### src/rtl/osc_monitor_pkg.sv
// Shared types and default constants for the oscillator monitor.
// The window and threshold defaults are also reused by the I2C clock-divider config.
package osc_monitor_pkg;

   typedef enum logic [1:0] {
      IDLE    = 2'd0,
      WARMUP  = 2'd1,
      MEASURE = 2'd2,
      EVAL    = 2'd3
   } osc_state_t;

   localparam int DEF_REF_WINDOW     = 1024;
   localparam int DEF_STARTUP_CYCLES = 256;
   localparam int DEF_CNT_W          = 16;
   localparam int DEF_MIN_EDGES      = 112;
   localparam int DEF_MAX_EDGES      = 144;
   localparam int DEF_SYNC_STAGES    = 2;

   function automatic int max_int(input int a, input int b);
      return (a > b) ? a : b;
   endfunction

endpackage

### src/rtl/osc_edge_sync.sv
// Synchronizes the asynchronous oscillator output into clk and flags its rising edges.
// clear holds the edge history at 0 so the first sample after clear=0 can count as an edge.
module osc_edge_sync #(
   parameter int SYNC_STAGES = 2
) (
   input  logic clk,
   input  logic rstn,
   input  logic osc_in,
   input  logic clear,
   output logic rise
);

   logic [SYNC_STAGES-1:0] sync_q;
   logic                   sync_out;
   logic                   prev;

   assign sync_out = sync_q[SYNC_STAGES-1];

   always_ff @(posedge clk or negedge rstn) begin
      if (!rstn) begin
         sync_q <= '0;
         prev   <= 1'b0;
      end else begin
         // NOTE: non-blocking assignments make the chain shift exactly one stage per clock.
         sync_q <= {sync_q[SYNC_STAGES-2:0], osc_in};
         prev   <= clear ? 1'b0 : sync_out;
      end
   end

   assign rise = sync_out & ~prev;

endmodule

### src/rtl/osc_monitor.sv
// Oscillator consumer: sequences enable and start-up, then counts oscillator edges per
// reference window of clk and reports ready/fault status.
module osc_monitor
   import osc_monitor_pkg::*;
#(
   parameter int REF_WINDOW     = DEF_REF_WINDOW,
   parameter int STARTUP_CYCLES = DEF_STARTUP_CYCLES,
   parameter int CNT_W          = DEF_CNT_W,
   parameter int MIN_EDGES      = DEF_MIN_EDGES,
   parameter int MAX_EDGES      = DEF_MAX_EDGES,
   parameter int SYNC_STAGES    = DEF_SYNC_STAGES
) (
   input  logic             clk,
   input  logic             rstn,
   input  logic             enable_req,
   input  logic             osc_in,
   output logic             oscen,
   output logic             osc_ready,
   output logic             osc_fault,
   output logic [CNT_W-1:0] edge_count,
   output logic             count_valid,
   output logic             busy
);

   localparam int               TMR_W     = $clog2(max_int(REF_WINDOW, STARTUP_CYCLES));
   localparam logic [TMR_W-1:0] WARM_LAST = TMR_W'(STARTUP_CYCLES - 1);
   localparam logic [TMR_W-1:0] WIN_LAST  = TMR_W'(REF_WINDOW - 1);
   localparam logic [CNT_W-1:0] CNT_MAX   = '1;
   localparam logic [CNT_W-1:0] MIN_CNT   = CNT_W'(MIN_EDGES);
   localparam logic [CNT_W-1:0] MAX_CNT   = CNT_W'(MAX_EDGES);

   if (REF_WINDOW < 2 || STARTUP_CYCLES < 1 || SYNC_STAGES < 2) begin : g_bad_timing
      $error("osc_monitor: needs REF_WINDOW>=2, STARTUP_CYCLES>=1, SYNC_STAGES>=2");
   end
   if (MIN_EDGES < 0 || MIN_EDGES > MAX_EDGES ||
       longint'(MAX_EDGES) >= (longint'(1) << CNT_W)) begin : g_bad_limits
      $error("osc_monitor: needs 0 <= MIN_EDGES <= MAX_EDGES < 2**CNT_W");
   end

   osc_state_t       state, state_d;
   logic [TMR_W-1:0] timer, timer_d;
   logic [CNT_W-1:0] cnt, cnt_d, edge_count_d;
   logic             ready_d, fault_d, valid_d;
   logic             rise, in_range;

   osc_edge_sync #(
      .SYNC_STAGES(SYNC_STAGES)
   ) u_edge_sync (
      .clk   (clk),
      .rstn  (rstn),
      .osc_in(osc_in),
      .clear (state == IDLE),
      .rise  (rise)
   );

   assign in_range = (cnt >= MIN_CNT) && (cnt <= MAX_CNT);
   assign oscen    = (state != IDLE);
   assign busy     = (state != IDLE);

   always_comb begin
      // NOTE: every signal written here gets a default first, so no path infers a latch.
      state_d      = state;
      timer_d      = timer;
      cnt_d        = cnt;
      edge_count_d = edge_count;
      ready_d      = osc_ready;
      fault_d      = osc_fault;
      valid_d      = 1'b0;
      case (state)
         IDLE: begin
            timer_d = '0;
            cnt_d   = '0;
            if (enable_req) begin
               state_d = WARMUP;
               ready_d = 1'b0;
               fault_d = 1'b0;
            end
         end
         WARMUP: begin
            if (!enable_req) begin
               state_d = IDLE;
               ready_d = 1'b0;
               timer_d = '0;
            end else if (timer == WARM_LAST) begin
               state_d = MEASURE;
               timer_d = '0;
            end else begin
               timer_d = timer + 1'b1;
            end
         end
         MEASURE: begin
            if (!enable_req) begin
               state_d = IDLE;
               ready_d = 1'b0;
               timer_d = '0;
               cnt_d   = '0;
            end else begin
               if (rise && cnt != CNT_MAX) cnt_d = cnt + 1'b1;
               if (timer == WIN_LAST) begin
                  state_d = EVAL;
                  timer_d = '0;
               end else begin
                  timer_d = timer + 1'b1;
               end
            end
         end
         EVAL: begin
            // Edges seen in this cycle are dropped along with the cleared counter.
            edge_count_d = cnt;
            valid_d      = 1'b1;
            ready_d      = in_range;
            if (!in_range) fault_d = 1'b1;
            cnt_d        = '0;
            state_d      = enable_req ? MEASURE : IDLE;
         end
         default: state_d = IDLE;
      endcase
   end

   always_ff @(posedge clk or negedge rstn) begin
      if (!rstn) begin
         state       <= IDLE;
         timer       <= '0;
         cnt         <= '0;
         edge_count  <= '0;
         osc_ready   <= 1'b0;
         osc_fault   <= 1'b0;
         count_valid <= 1'b0;
      end else begin
         state       <= state_d;
         timer       <= timer_d;
         cnt         <= cnt_d;
         edge_count  <= edge_count_d;
         osc_ready   <= ready_d;
         osc_fault   <= fault_d;
         count_valid <= valid_d;
      end
   end

endmodule

### config.mk
export PLATFORM = sky130hd
export DESIGN_NAME = osc_monitor
export DESIGN_NICKNAME = d
export VERILOG_FILES = /design/src/rtl/osc_monitor_pkg.sv /design/src/rtl/osc_edge_sync.sv /design/src/rtl/osc_monitor.sv
export SDC_FILE = /design/constraint.sdc
export NUM_CORES = 1
export LEC_CHECK = 0
export CAP_MARGIN = 10
export CORE_ASPECT_RATIO = 0.8
export CORE_MARGIN = 5
export CORE_UTILIZATION = 53
export CTS_BUF_LIST = sky130_fd_sc_hd__clkbuf_8
export CTS_CLUSTER_SIZE = 28
export DETAILED_ROUTE_END_ITERATION = 10
export PLACE_DENSITY = 0.78
export SLEW_MARGIN = 20
export SYNTH_ARGS = -nofsm -noshare
export SYNTH_HDL_FRONTEND = slang
export SYNTH_SLANG_ARGS = --single-unit
export TNS_END_PERCENT = 30
### constraint.sdc
create_clock -name clk -period 2 [get_ports clk]
set_input_delay 0.6 -clock clk [delete_from_list [all_inputs] [get_ports clk]]
set_output_delay 0.6 -clock clk [all_outputs]
set_load 0.02 [all_outputs]
==> results of run 1 <==
[through the flow]
step	util, %	TNS, ns	instances	power [mW]
final	70.4	-0.0484	363	2.51
after global routing	70.4	-0.334	363	2.64
after CTS	69.1	-0.000292	363	2.42
after detailed placement	66.3	-2.65	353	1.80
after global placement	66.3	-1.69	353	1.77
after floorplan	-	0	251	1.46
[layout by cell type, fill, tap and decap left out, types with 3 or more instances in the layout]
cell type,count
a31oi_1,4
buf_4,29
o21ai_1,4
a21oi_1,7
mux2_2,18
clkdlybuf4s50_1,21
nand3_1,17
nor3_1,3
ha_1,5
o311ai_1,3
nor2_1,19
mux2i_1,3
clkbuf_8,6
dfrtp_1,50
o31ai_1,9
inv_1,5
nand2_1,22
and3_1,4
o21ai_0,15
[layer usage]
layer  vias up  wire length [µm]  GRT usage (%)
met4         0                97           7.21
met3        10               325           4.31
met2        73              2750           29.8
li1       1019                 -              -
met1      1033              2810           27.9
met5         -                 0              0
[state kept, by name, summed over array words and instances, names as in the netlist]
register            count
osc_ready               1
edge_count             16
u_edge_sync.prev        1
count_valid             1
u_edge_sync.sync_q      2
osc_fault               1
timer                  10
cnt                    16
state                   2
[power by group through the flow]
stage | Combinational [mW] | Sequential (mW) | Clock [mW]
3_5_place_dp | 0.709 | 1.09 | 0
6_report | 0.826 | 1.07 | 0.613
2_1_floorplan | 0.361 | 1.10 | 0
3_3_place_gp | 0.689 | 1.08 | 0
5_1_grt | 0.904 | 1.08 | 0.661
4_1_cts | 0.730 | 1.07 | 0.623
[logic make-up (layout without fill, tap and decap cells)]
logic type               Yosys count  count (layout)  share of synthesized area (%)
AO/OA/AOI/OAI                     58              58                           16.3
XOR/XNOR                           3               3                           1.01
adder cells (fa/ha/maj)            8               8                           3.86
buffers and inverters             19              71                           3.09
flip-flops                        50              50                           48.3
multiplexers                      21              21                           8.98
AND/OR/NAND/NOR                   92              92                           18.5
[what timing repair did]
action                     4_1_cts  5_1_grt
pin swaps                        2        6
setup buffers                    2        1
setup endpoints to repair       10       23
gates resized for setup          8       20
[critical path, cell delays in order (launching register included)]
cell and delay [ns]:
dfrtp_1 0.43, inv_1 0.12, ha_1 0.21, nand3b_1 0.21, a2111oi_4 0.40, buf_4 0.20, nor2_2 0.05, a21oi_1 0.19
o32ai_1 0.12
[area by class of cell]
type | instances | area [µm²] | area share [%]
Sequential cell | 50 | 1250 | 38.2
Inverter | 7 | 26.3 | 0.802
Clock inverter | 2 | 12.5 | 0.382
Multi-Input combinational cell | 182 | 1340 | 41.0
Clock buffer | 6 | 82.6 | 2.52
Timing Repair Buffer | 56 | 485 | 14.8
Tap cell | 60 | 75.1 | 2.29
[final timing paths]
path,end,depth (start not counted)
min in group clk,u_edge_sync.sync_q[1],0
hold reg to reg,u_edge_sync.sync_q[1],0
setup / recovery,state[1],8
max in group asynchronous,edge_count[5],2
hold / removal,cnt[13],2
setup reg to reg,state[1],8
==> summary.md, run 1 <==
| Metric | Value |
|---|---|
| Outcome | finished, violations left |
| Violations in the final reports | setup timing |
| Iteration-0 DRC Markers | 190 |
| Post-synth ARST share | 100% |
| Clock tree root driver cell | clkbuf_8 |
| Internal power | between 1.5 and 2 mW |
| Switching power | roughly 810 µW |
| Most area-hungry cell type in the Yosys netlist | dfrtp_1 |
| Die Ht | ~73 µm |
| Final GP Congestion | 0.929 |
| Vias in the first global route | around 2100 |
| Post-synthesis register bit count | 50 |
| Reg2reg start | state[1] |
| EDFF count, synth | 0 |
| Fin area | 0.00328 mm² |
| Via/cell ratio | ~5.9 |
| CTS tree | done |
| Pwr Density | around 770 mW/mm² |
| Routed len/inst | roughly 16 µm |
| Sequential share of power | 42.7% |
| # DRC | 0 |
| I/O pin cnt | 25 |
| Top FF cell, synth | dfrtp_1 |
| Sequential share of the synthesized area | approximately half |
| Post-CTS Hold Buffers | 0 |
| Worst Hold Class | in -> async |
| CTS max path bufs | 2 |
| Critical path origin | state[1] |
| All-layer global routing usage | between 15 and 20% |
| First-pass GRT wire length | roughly 9.9 mm |
| Cells after Synth | 251 |
| Antenna-violating nets left | 0 |
| Fin crit share | 102% |
| Antenna Cells | 0 |
| Top post-synthesis cells by area | dfrtp_1 (48%), mux2_2 (7.8%), ha_1 (3.9%), nand3_1 (3.3%), o21ai_0 (3.3%) |
| Layout area overhead | 26.4% |
| Fin Hold WS | 0.270 ns |
| Req. time, crit path | between 2 and 2.5 ns |
| RSZ-0062 raised after global routing | yes |
| Actual slew at the worst max-slew pin | 0.543 ns |
| Layout Skew | 0.00967 ns |
| Synth cell types | 53 |
| Clock transition at the registers of the reported paths | about 0.10 ns |
| Core ar. | about 0.0047 mm² |
| CTS Buf Count | 5 |
| Vias | approximately 2100 |
| Most common cell in the synthesized netlist | dfrtp_1 |
| Fin nets | 314 |
| Largest net degree at the start of global routing | 51 |
| R2R Setup Slk | -0.05 ns |
| Post-place setup slack | -0.226 ns |
| Max FO, Critical Path | 3 |
| Die Area | around 0.0064 mm² |
| Die width | approximately 90 µm |
| Max-cap viol count | 0 |
| Initial antenna violation count | 0 |
| Syn Area/Cell | between 10 and 15 µm² |
| PortBufs | 24 |
| Layout cells sized above 1 | between 20 and 30% |
| Hold violation total from the final report | 0 |
| # setup viols final | 1 |
| Slew Viols, Final | 0 |
| Placed Area | 0.00309 mm² |
| Fin crit period | ~2.0 ns |
| Leak Pwr | about 1.4 nW |
| CTS H-tree depth | 2 |
| Worst setup margin | -0.0484 ns |
| Cell area after synthesis | around 0.0026 mm² |
| Worst setup EP type | flip-flop |
| Combinational fraction of design power | between 30% and 40% |
| Share of the synthesized area in the top cell type | between 40% and 50% |
| Total grt overflow | 0 |
| Worst-Skew Late Latency | 0.31 ns |
| Detailed Routing Iterations Pass 1 | 4 |
| Commonest cells post-synth | dfrtp_1 (50), nand2_1 (22), nor2_1 (19) |
| Row cnt | 22 |
| Synth Warn # | 0 |
| Max-slew headroom | 63.8% |
| Syn Nets | roughly 260 |
| Fmax | about 0.49 GHz |
| Final wirelength | 5.98 mm |
| Peak VDD IR | 0.696 mV |
| CP Launch Type | flip-flop |
| Crit Path Category | reg -> reg |
| CP arrival | ~2.2 ns |
| Clock power frac | 24.4% |
| Switching Share | 32.2% |
| Filler cell count | 355 |
| Post-detail-place hpwl | 4.07 mm |
| Clk sinks | 50 |
| Starting Density | roughly 56% |
No activity file was read; power rests on OpenSTA's default activity.
==> run 2: changes to the inputs <==
--- a/config.mk
+++ b/config.mk
@@ -6,14 +6,15 @@
 export NUM_CORES = 1
 export LEC_CHECK = 0
 export CAP_MARGIN = 10
+export CELL_PAD_IN_SITES_DETAIL_PLACEMENT = 2
+export CELL_PAD_IN_SITES_GLOBAL_PLACEMENT = 2
 export CORE_ASPECT_RATIO = 0.8
 export CORE_MARGIN = 5
-export CORE_UTILIZATION = 53
+export CORE_UTILIZATION = 35
 export CTS_BUF_LIST = sky130_fd_sc_hd__clkbuf_8
 export CTS_CLUSTER_SIZE = 28
 export DETAILED_ROUTE_END_ITERATION = 10
-export PLACE_DENSITY = 0.78
-export SLEW_MARGIN = 20
+export PLACE_DENSITY_LB_ADDON = 0.1
 export SYNTH_ARGS = -nofsm -noshare
 export SYNTH_HDL_FRONTEND = slang
 export SYNTH_SLANG_ARGS = --single-unit
==> run 2 against run 1 <==
The flow now finishes without violations; flip-flop and latch count stayed put; total power is 2.2% higher; combinational power is 8.5% higher; clock power is 2% lower; sequential share of layout area is 1.9 points lower; non-clock buffer count is 9 higher; highest routed layer unchanged.
==> summary.md, run 2 (synthesized netlist as in run 1, its figures left out) <==
| Metric | Value |
|---|---|
| Via/cell ratio | 5.47 (-7.0%) |
| RSZ-0062 raised after global routing | yes |
| Slew Viols, Final | 0 (unchanged) |
| First-pass GRT wire length | 12.7 mm (+29%) |
| Fin crit period | 1.99 ns (-0.0569 ns) |
| Vias in the first global route | 2409 (+16%) |
| Post-CTS Hold Buffers | 0 (unchanged) |
| Detailed Routing Iterations Pass 1 | 4 (unchanged) |
| Starting Density | 35.4% (-20 points) |
| CTS tree | done |
| Die Ht | 87.0 µm (+20%) |
| All-layer global routing usage | 17.6% (-2.1 points) |
| Fin nets | 323 (+2.9%) |
| Leak Pwr | 1.50 nW (+4.6%) |
| Largest net degree at the start of global routing | 22 (-57%) |
| Max FO, Critical Path | 3 (unchanged) |
| Req. time, crit path | 2.20 ns (+0.02 ns) |
| Crit Path Category | reg -> reg |
| I/O pin cnt | 25 (unchanged) |
| Largest regs | cnt (16), edge_count (16), timer (10) |
| Peak VDD IR | 0.409 mV (-41%) |
| Vias | 2188 (+2.5%) |
| Area taken by multi-input logic gates | 0.00142 mm² (+5.5%) |
| Clock tree root driver cell | clkbuf_8 |
| Fin Setup TNS | 0 ns (+0.0484 ns) |
| Hold violation total from the final report | 0 (unchanged) |
| Antenna Cells | 0 (unchanged) |
| Initial antenna violation count | 0 (unchanged) |
| Critical path origin | cnt[0] |
| Filler cell count | 765 (+120%) |
| Commonest non-fill, non-tap cell in the layout | dfrtp_1 |
| Layout area overhead | 33.0% |
| Outcome | completed |
| Pwr Density | 745 mW/mm² (-2.8%) |
| Reg2reg start | cnt[0] |
| Post-detail-place hpwl | 5.61 mm (+38%) |
| Top Layer Used | met4 |
| # DRC | 0 (unchanged) |
| Layout Skew | 0.00919 ns (-0.000476 ns) |
| PortBufs | 24 (unchanged) |
| Register Area | 0.00125 mm² (unchanged) |
| Worst setup EP type | flip-flop |
| M1 WL | 3.73 mm (+33%) |
| Fin crit share | 99.6% (-2.8 points) |
| CTS max path bufs | 2 (unchanged) |
| # setup viols final | 0 (-1) |
| Final GP Congestion | 0.801 (-14%) |
| Clk sinks | 50 (unchanged) |
| Total grt overflow | 0 (unchanged) |
| CP arrival | 2.19 ns (-0.04 ns) |
| Met3 routed WL | 250 µm (-23%) |
| Final wirelength | 7.79 mm (+30%) |
| Antenna-violating nets left | 0 (unchanged) |
| Worst Hold Class | in -> async |
| Fmax | 0.502 GHz (+2.9%) |
| Actual slew at the worst max-slew pin | 0.550 ns (+0.00659 ns) |
| Final core utilization | 47.1% (-23 points) |
| Layout cells sized above 1 | 33.9% (+5.5 points) |
| Die width | 106 µm (+20%) |
| Met2 WL post-DR | 3.76 mm (+37%) |
| Die Area | 0.00924 mm² (+44%) |
| CTS Buf Count | 5 (unchanged) |
| Most frequent cells in the layout | dfrtp_1 (50), buf_4 (37), nand2_1 (22) |
| Worst-Skew Late Latency | 0.30 ns (about the same) |
| Iteration-0 DRC Markers | 76 (-60%) |
| Core ar. | 0.00732 mm² (+57%) |
| CTS H-tree depth | 2 (unchanged) |
| Max-cap viol count | 0 (unchanged) |
| Routed len/inst | 19.5 µm (+18%) |
| CP Launch Type | flip-flop |
| Clock transition at the registers of the reported paths | 0.09 ns (about the same) |
| Row cnt | 28 (+27%) |
| Max-slew headroom | 63.4% (-0.44 points) |
==> run 2: layout make-up <==
| cell class | instances | area share, % |
|---|---|---|
| Timing Repair Buffer | 65 | 16.2 |
| Multi-Input combinational cell | 182 | 41.1 |
| Sequential cell | 50 | 36.3 |
| Inverter | 7 | 0.763 |
| Clock buffer | 6 | 2.40 |
| Tap cell | 90 | 3.27 |
==> run 2: critical path, stage by stage (launching register included) <==
cell,delay [ns]
dfrtp_1,0.40
inv_1,0.06
ha_1,0.12
or3b_1,0.40
a2111oi_2,0.38
o2111a_2,0.29
nor2_1,0.06
o22a_1,0.17
==> run 2: path summary, 6_finish.rpt <==
kind	endpoint	slack (ns)	cells past startpoint
max reg2reg	osc_fault	0.009	7
min	timer[1]	0.28	1
min in group clk	u_edge_sync.sync_q[1]	0.36	0
max	osc_fault	0.009	7
max in group asynchronous	timer[4]	1.14	2
min reg2reg	u_edge_sync.sync_q[1]	0.36	0
==> run 2: timing repair <==
action | in CTS | in global routing
cloned | 0 | 1
buffers inserted | 1 | 0
endpoints found under the setup margin | 23 | 24
gates resized for setup | 17 | 36
pin swaps | 8 | 10
==> run 2: stage by stage <==
step,power [mW],hold slack [ns],cells,cell area [µm²],setup slack [ns]
final,2.57,0.278,400,3450,0.00852
after global routing,2.73,0.297,400,3450,-0.110
after CTS,2.52,0.288,399,3330,-0.0168
after detailed placement,1.85,0.339,392,3190,-0.250
after global placement,1.83,0.335,392,3190,-0.194
after floorplan,1.46,0.304,251,2590,0.0256
==> run 2: power by group <==
group | internal [mW] | switching, mW | leakage, nW | total, mW
Sequential | 1.05 | 0.0255 | 0.691 | 1.07
Clock | 0.268 | 0.331 | 0.0431 | 0.599
Combinational | 0.392 | 0.504 | 0.764 | 0.896
Total | 1.71 | 0.861 | 1.50 | 2.57
==> run 2: layer usage <==
metal,GRT usage (%),vias to the layer above
li1,-,1025
met1,23.9,1115
met2,29.4,43
met3,2.89,5
met4,4.24,0
met5,0,-
==> run 3: changes to the inputs <==
--- a/config.mk
+++ b/config.mk
@@ -5,7 +5,7 @@
 export SDC_FILE = /design/constraint.sdc
 export NUM_CORES = 1
 export LEC_CHECK = 0
-export CAP_MARGIN = 10
+export CAP_MARGIN = 40
 export CELL_PAD_IN_SITES_DETAIL_PLACEMENT = 2
 export CELL_PAD_IN_SITES_GLOBAL_PLACEMENT = 2
 export CORE_ASPECT_RATIO = 0.8
@@ -17,5 +17,6 @@
 export PLACE_DENSITY_LB_ADDON = 0.1
 export SYNTH_ARGS = -nofsm -noshare
 export SYNTH_HDL_FRONTEND = slang
+export SYNTH_HIERARCHICAL = 1
 export SYNTH_SLANG_ARGS = --single-unit
 export TNS_END_PERCENT = 30
==> run 3 against run 2 <==
The flow now finishes with violations (setup timing); clock-buffer cell count did not move; global-route usage increased by 0.65 points; non-clock buffer count up 4; first-iteration DRC count grew 9.2%; combinational power up 40%; design area is 0.33% higher; sequential power rose by 4%; area after synthesis is 1.4% higher; flip-flop and latch count unchanged; routed wire length up 4.8%; utilization decreased by 0.071 points; maximum frequency fell by 1.5%; critical path type unchanged; largest cell class unchanged; largest power group is now combinational logic.
==> summary.md, run 3 <==
| Metric | Value |
|---|---|
| Reg2reg start | cnt[1] |
| I/O pin cnt | 25 (unchanged) |
| Fin cells | 413 (+3.3%) |
| CP Cell Sequence | inv_1 -> ha_2 -> or3b_4 -> a2111oi_4 -> buf_4 -> o2111a_2 -> nor2_1 -> o22a_1 |
| Met3 Track Usage GR | 3.11% (+0.22 points) |
| Internal power | 1.89 mW (+11%) |
| Crit Path Category | reg -> reg |
| Register Area | 0.00125 mm² (unchanged) |
| Total grt overflow | 0 (unchanged) |
| Peak VDD IR | 0.442 mV (+8.1%) |
| CTS H-tree depth | 2 (unchanged) |
| Core ar. | 0.00736 mm² (+0.48%) |
| Via/cell ratio | 5.51 (+0.66%) |
| Crit path largest cell delay | 0.41 ns (about the same) |
| Violations in the final reports | setup timing |
| Layout area overhead | 31.5% |
| Fin crit share | 101% (+1.5 points) |
| Cells after Synth | 254 (+1.2%) |
| Initial antenna violation count | 0 (unchanged) |
| Cell area after synthesis | 0.00263 mm² (+1.4%) |
| Top post-synthesis cells by area | dfrtp_1 (48%), mux2_2 (7.7%), ha_1 (3.8%), nor2_1 (2.9%), o21ai_0 (2.9%) |
| Worst-Skew Late Latency | 0.30 ns (about the same) |
| Slew Viols, Final | 0 (unchanged) |
| Sequential share of power | 37.2% (-4.6 points) |
| Largest net degree at the start of global routing | 51 (+130%) |
| Switching Share | 36.6% (+3.0 points) |
| Slowest stage cell, crit path | or3b_4 |
| Outcome | finished, violations left |
| Starting Density | 35.7% (+0.34 points) |
| Clock tree root driver cell | clkbuf_8 |
| Clk sinks | 50 (unchanged) |
| # DRC | 0 (unchanged) |
| Max-cap viol count | 0 (unchanged) |
| Syn Area/Cell | 10.3 µm² (+0.25%) |
| # setup viols final | 5 (+5) |
| Final core utilization | 47.0% (-0.071 points) |
| Worst reg2reg path depth | 8 (+1) |
| Antenna-violating nets left | 0 (unchanged) |
| Combinational fraction of design power | 42.1% (+7.2 points) |
| Hold violation total from the final report | 0 (unchanged) |
| Actual slew at the worst max-slew pin | 0.444 ns (-0.105 ns) |
| Placed insts | 401 (+2.3%) |
| Share of the synthesized area in the top cell type | 47.6% (-0.69 points) |
| EDFF count, synth | 0 (unchanged) |
| Worst setup margin | -0.0209 ns (-0.0294 ns) |
| Die width | 107 µm (+0.65%) |
| Detailed Routing Iterations Pass 1 | 4 (unchanged) |
| CTS max path bufs | 2 (unchanged) |
| Gr busiest metal | met2 |
| Synth Warn # | 6 (+6) |
| M1 GR Usage | 26.4% (+2.4 points) |
| RSZ-0062 raised after global routing | yes |
| Most frequent cells in the layout | dfrtp_1 (50), buf_4 (44), nor2_1 (20), clkdlybuf4s50_1 (20), mux2_2 (18) |
| Vias in the first global route | 2457 (+2.0%) |
| Sequential share of the synthesized area | 47.6% (-0.69 points) |
| Top FF cell, synth | dfrtp_1 |
| Largest regs | cnt (16), edge_count (16), timer (10) |
| Syn Nets | 266 (+1.1%) |
| R2R Setup Slk | -0.02 ns (-0.03 ns) |
| CTS Buf Count | 5 (unchanged) |
| Final wirelength | 8.16 mm (+4.8%) |
| Clock transition at the registers of the reported paths | 0.09 ns (about the same) |
| PortBufs | 24 (unchanged) |
| Final GP Congestion | 0.841 (+5.0%) |
| Vias | 2274 (+3.9%) |
| Clock power frac | 20.7% (-2.7 points) |
| CTS tree | done |
| Commonest cells post-synth | dfrtp_1 (50), nor2_1 (20), mux2_2 (18) |
| Area taken by multi-input logic gates | 0.00139 mm² (-2.1%) |
| FF-to-FF End | osc_fault |
| CP Launch Type | flip-flop |
| Fin nets | 334 (+3.4%) |
| Post-synth ARST share | 100% (unchanged) |
| Worst setup EP type | flip-flop |
| Max-slew headroom | 70.3% (+6.9 points) |
| Layout cells sized above 1 | 31.0% (-2.9 points) |
| First-pass GRT wire length | 13.3 mm (+4.7%) |
| Met2 usage | 29.3% (-0.19 points) |
| Antenna Cells | 0 (unchanged) |
| Post-synthesis register bit count | 50 (unchanged) |
| Leak Pwr | 1.54 nW (+2.9%) |
| Switching power | 1.09 mW (+26%) |
| Most common cell in the synthesized netlist | dfrtp_1 |
| Row cnt | 28 (unchanged) |
| Req. time, crit path | 2.20 ns (about the same) |
| Fin crit period | 2.02 ns (+0.0294 ns) |
| CP arrival | 2.22 ns (+0.03 ns) |
| Iteration-0 DRC Markers | 83 (+9.2%) |
| All-layer global routing usage | 18.2% (+0.65 points) |
| Die Area | 0.00935 mm² (+1.3%) |
| Most area-hungry cell type in the Yosys netlist | dfrtp_1 |
| Routed len/inst | 19.8 µm (+1.5%) |
| Worst Hold Class | in -> async |
| Fmax | 0.495 GHz (-1.5%) |
| Post-detail-place hpwl | 5.87 mm (+4.7%) |
| Commonest non-fill, non-tap cell in the layout | dfrtp_1 |
| Layout Skew | 0.00670 ns (-0.00249 ns) |
| Filler cell count | 765 (unchanged) |
| Max FO, Critical Path | 3 (unchanged) |
| Pwr Density | 861 mW/mm² (+16%) |
| Die Ht | 87.5 µm (+0.64%) |
| Synth cell types | 59 (+11%) |
run 3: worst max-delay path by stage:
stage | start | end | slack, ns
2_1_floorplan | state[0] | cnt[11] | -0.01
3_3_place_gp | enable_req | cnt[7] | -0.41
3_5_place_dp | enable_req | cnt[7] | -0.48
4_1_cts | state[0] | cnt[7] | -0.03
5_1_grt | cnt[1] | osc_fault | -0.12
6_report | cnt[1] | osc_fault | -0.02
run 3: kinds of logic after synthesis:
logic type / synth area share (%)
AOI/OAI and AO/OA: 16.3
xor gates and xnor gates: 2.00
adders and majority gates: 3.81
buffers and inverters: 3.38
DFF: 47.6
muxes: 8.09
and+or+nand+nor: 18.8
run 3: metal layers:
layer / part of all wire (%) / routed length (µm)
met2: 46 / 3780
met5: 0 / 0
met3: 3.4 / 275
met4: 0.48 / 39
met1: 50 / 4070
run 3: critical path, delay by kind of cell, from the launching register on:
| kind | cells | cell delay (ns) |
|---|---|---|
| compound gates | 3 | 0.67 |
| simple gates | 2 | 0.46 |
| flops | 1 | 0.40 |
| buf+inv | 2 | 0.23 |
| fa+ha+maj | 1 | 0.16 |
run 3: timing repair:
action,4_1_cts,5_1_grt
hold buffers,0,0
setup buffers,3,0
resized for setup,20,7
endpoints found under the setup margin,18,23
pin swaps,9,5
cloned,1,0
run 3: layout make-up:
cell class              count  area share (%)
well taps                  90            3.26
multi-input cells         185            40.1
inverters                  11            1.19
flip-flops and latches     50            36.2
clock buffers               6            2.39
clock inverters             2           0.253
repair buffers             69            16.6
run 3: power groups by stage:
stage | Sequential [mW] | Clock, mW | Combinational, mW
after CTS | 1.11 | 0.647 | 1.24
after detailed placement | 1.13 | 0 | 1.20
after floorplan | 1.14 | 0 | 0.633
after global placement | 1.12 | 0 | 1.17
after global routing | 1.11 | 0.695 | 1.36
final | 1.11 | 0.617 | 1.25
run 3: through the flow:
step	hold WS, ns	power, mW	area, µm²	setup TNS, ns	worst slack [ns]
final	0.282	2.98	3460	-0.0683	-0.0209
after global routing	0.297	3.16	3460	-1.17	-0.116
after CTS	0.296	2.99	3440	-0.0820	-0.0282
after detailed placement	0.340	2.33	3280	-8.94	-0.477
after global placement	0.336	2.29	3280	-7.78	-0.410
after floorplan	0.304	1.78	2650	-0.0143	-0.0143
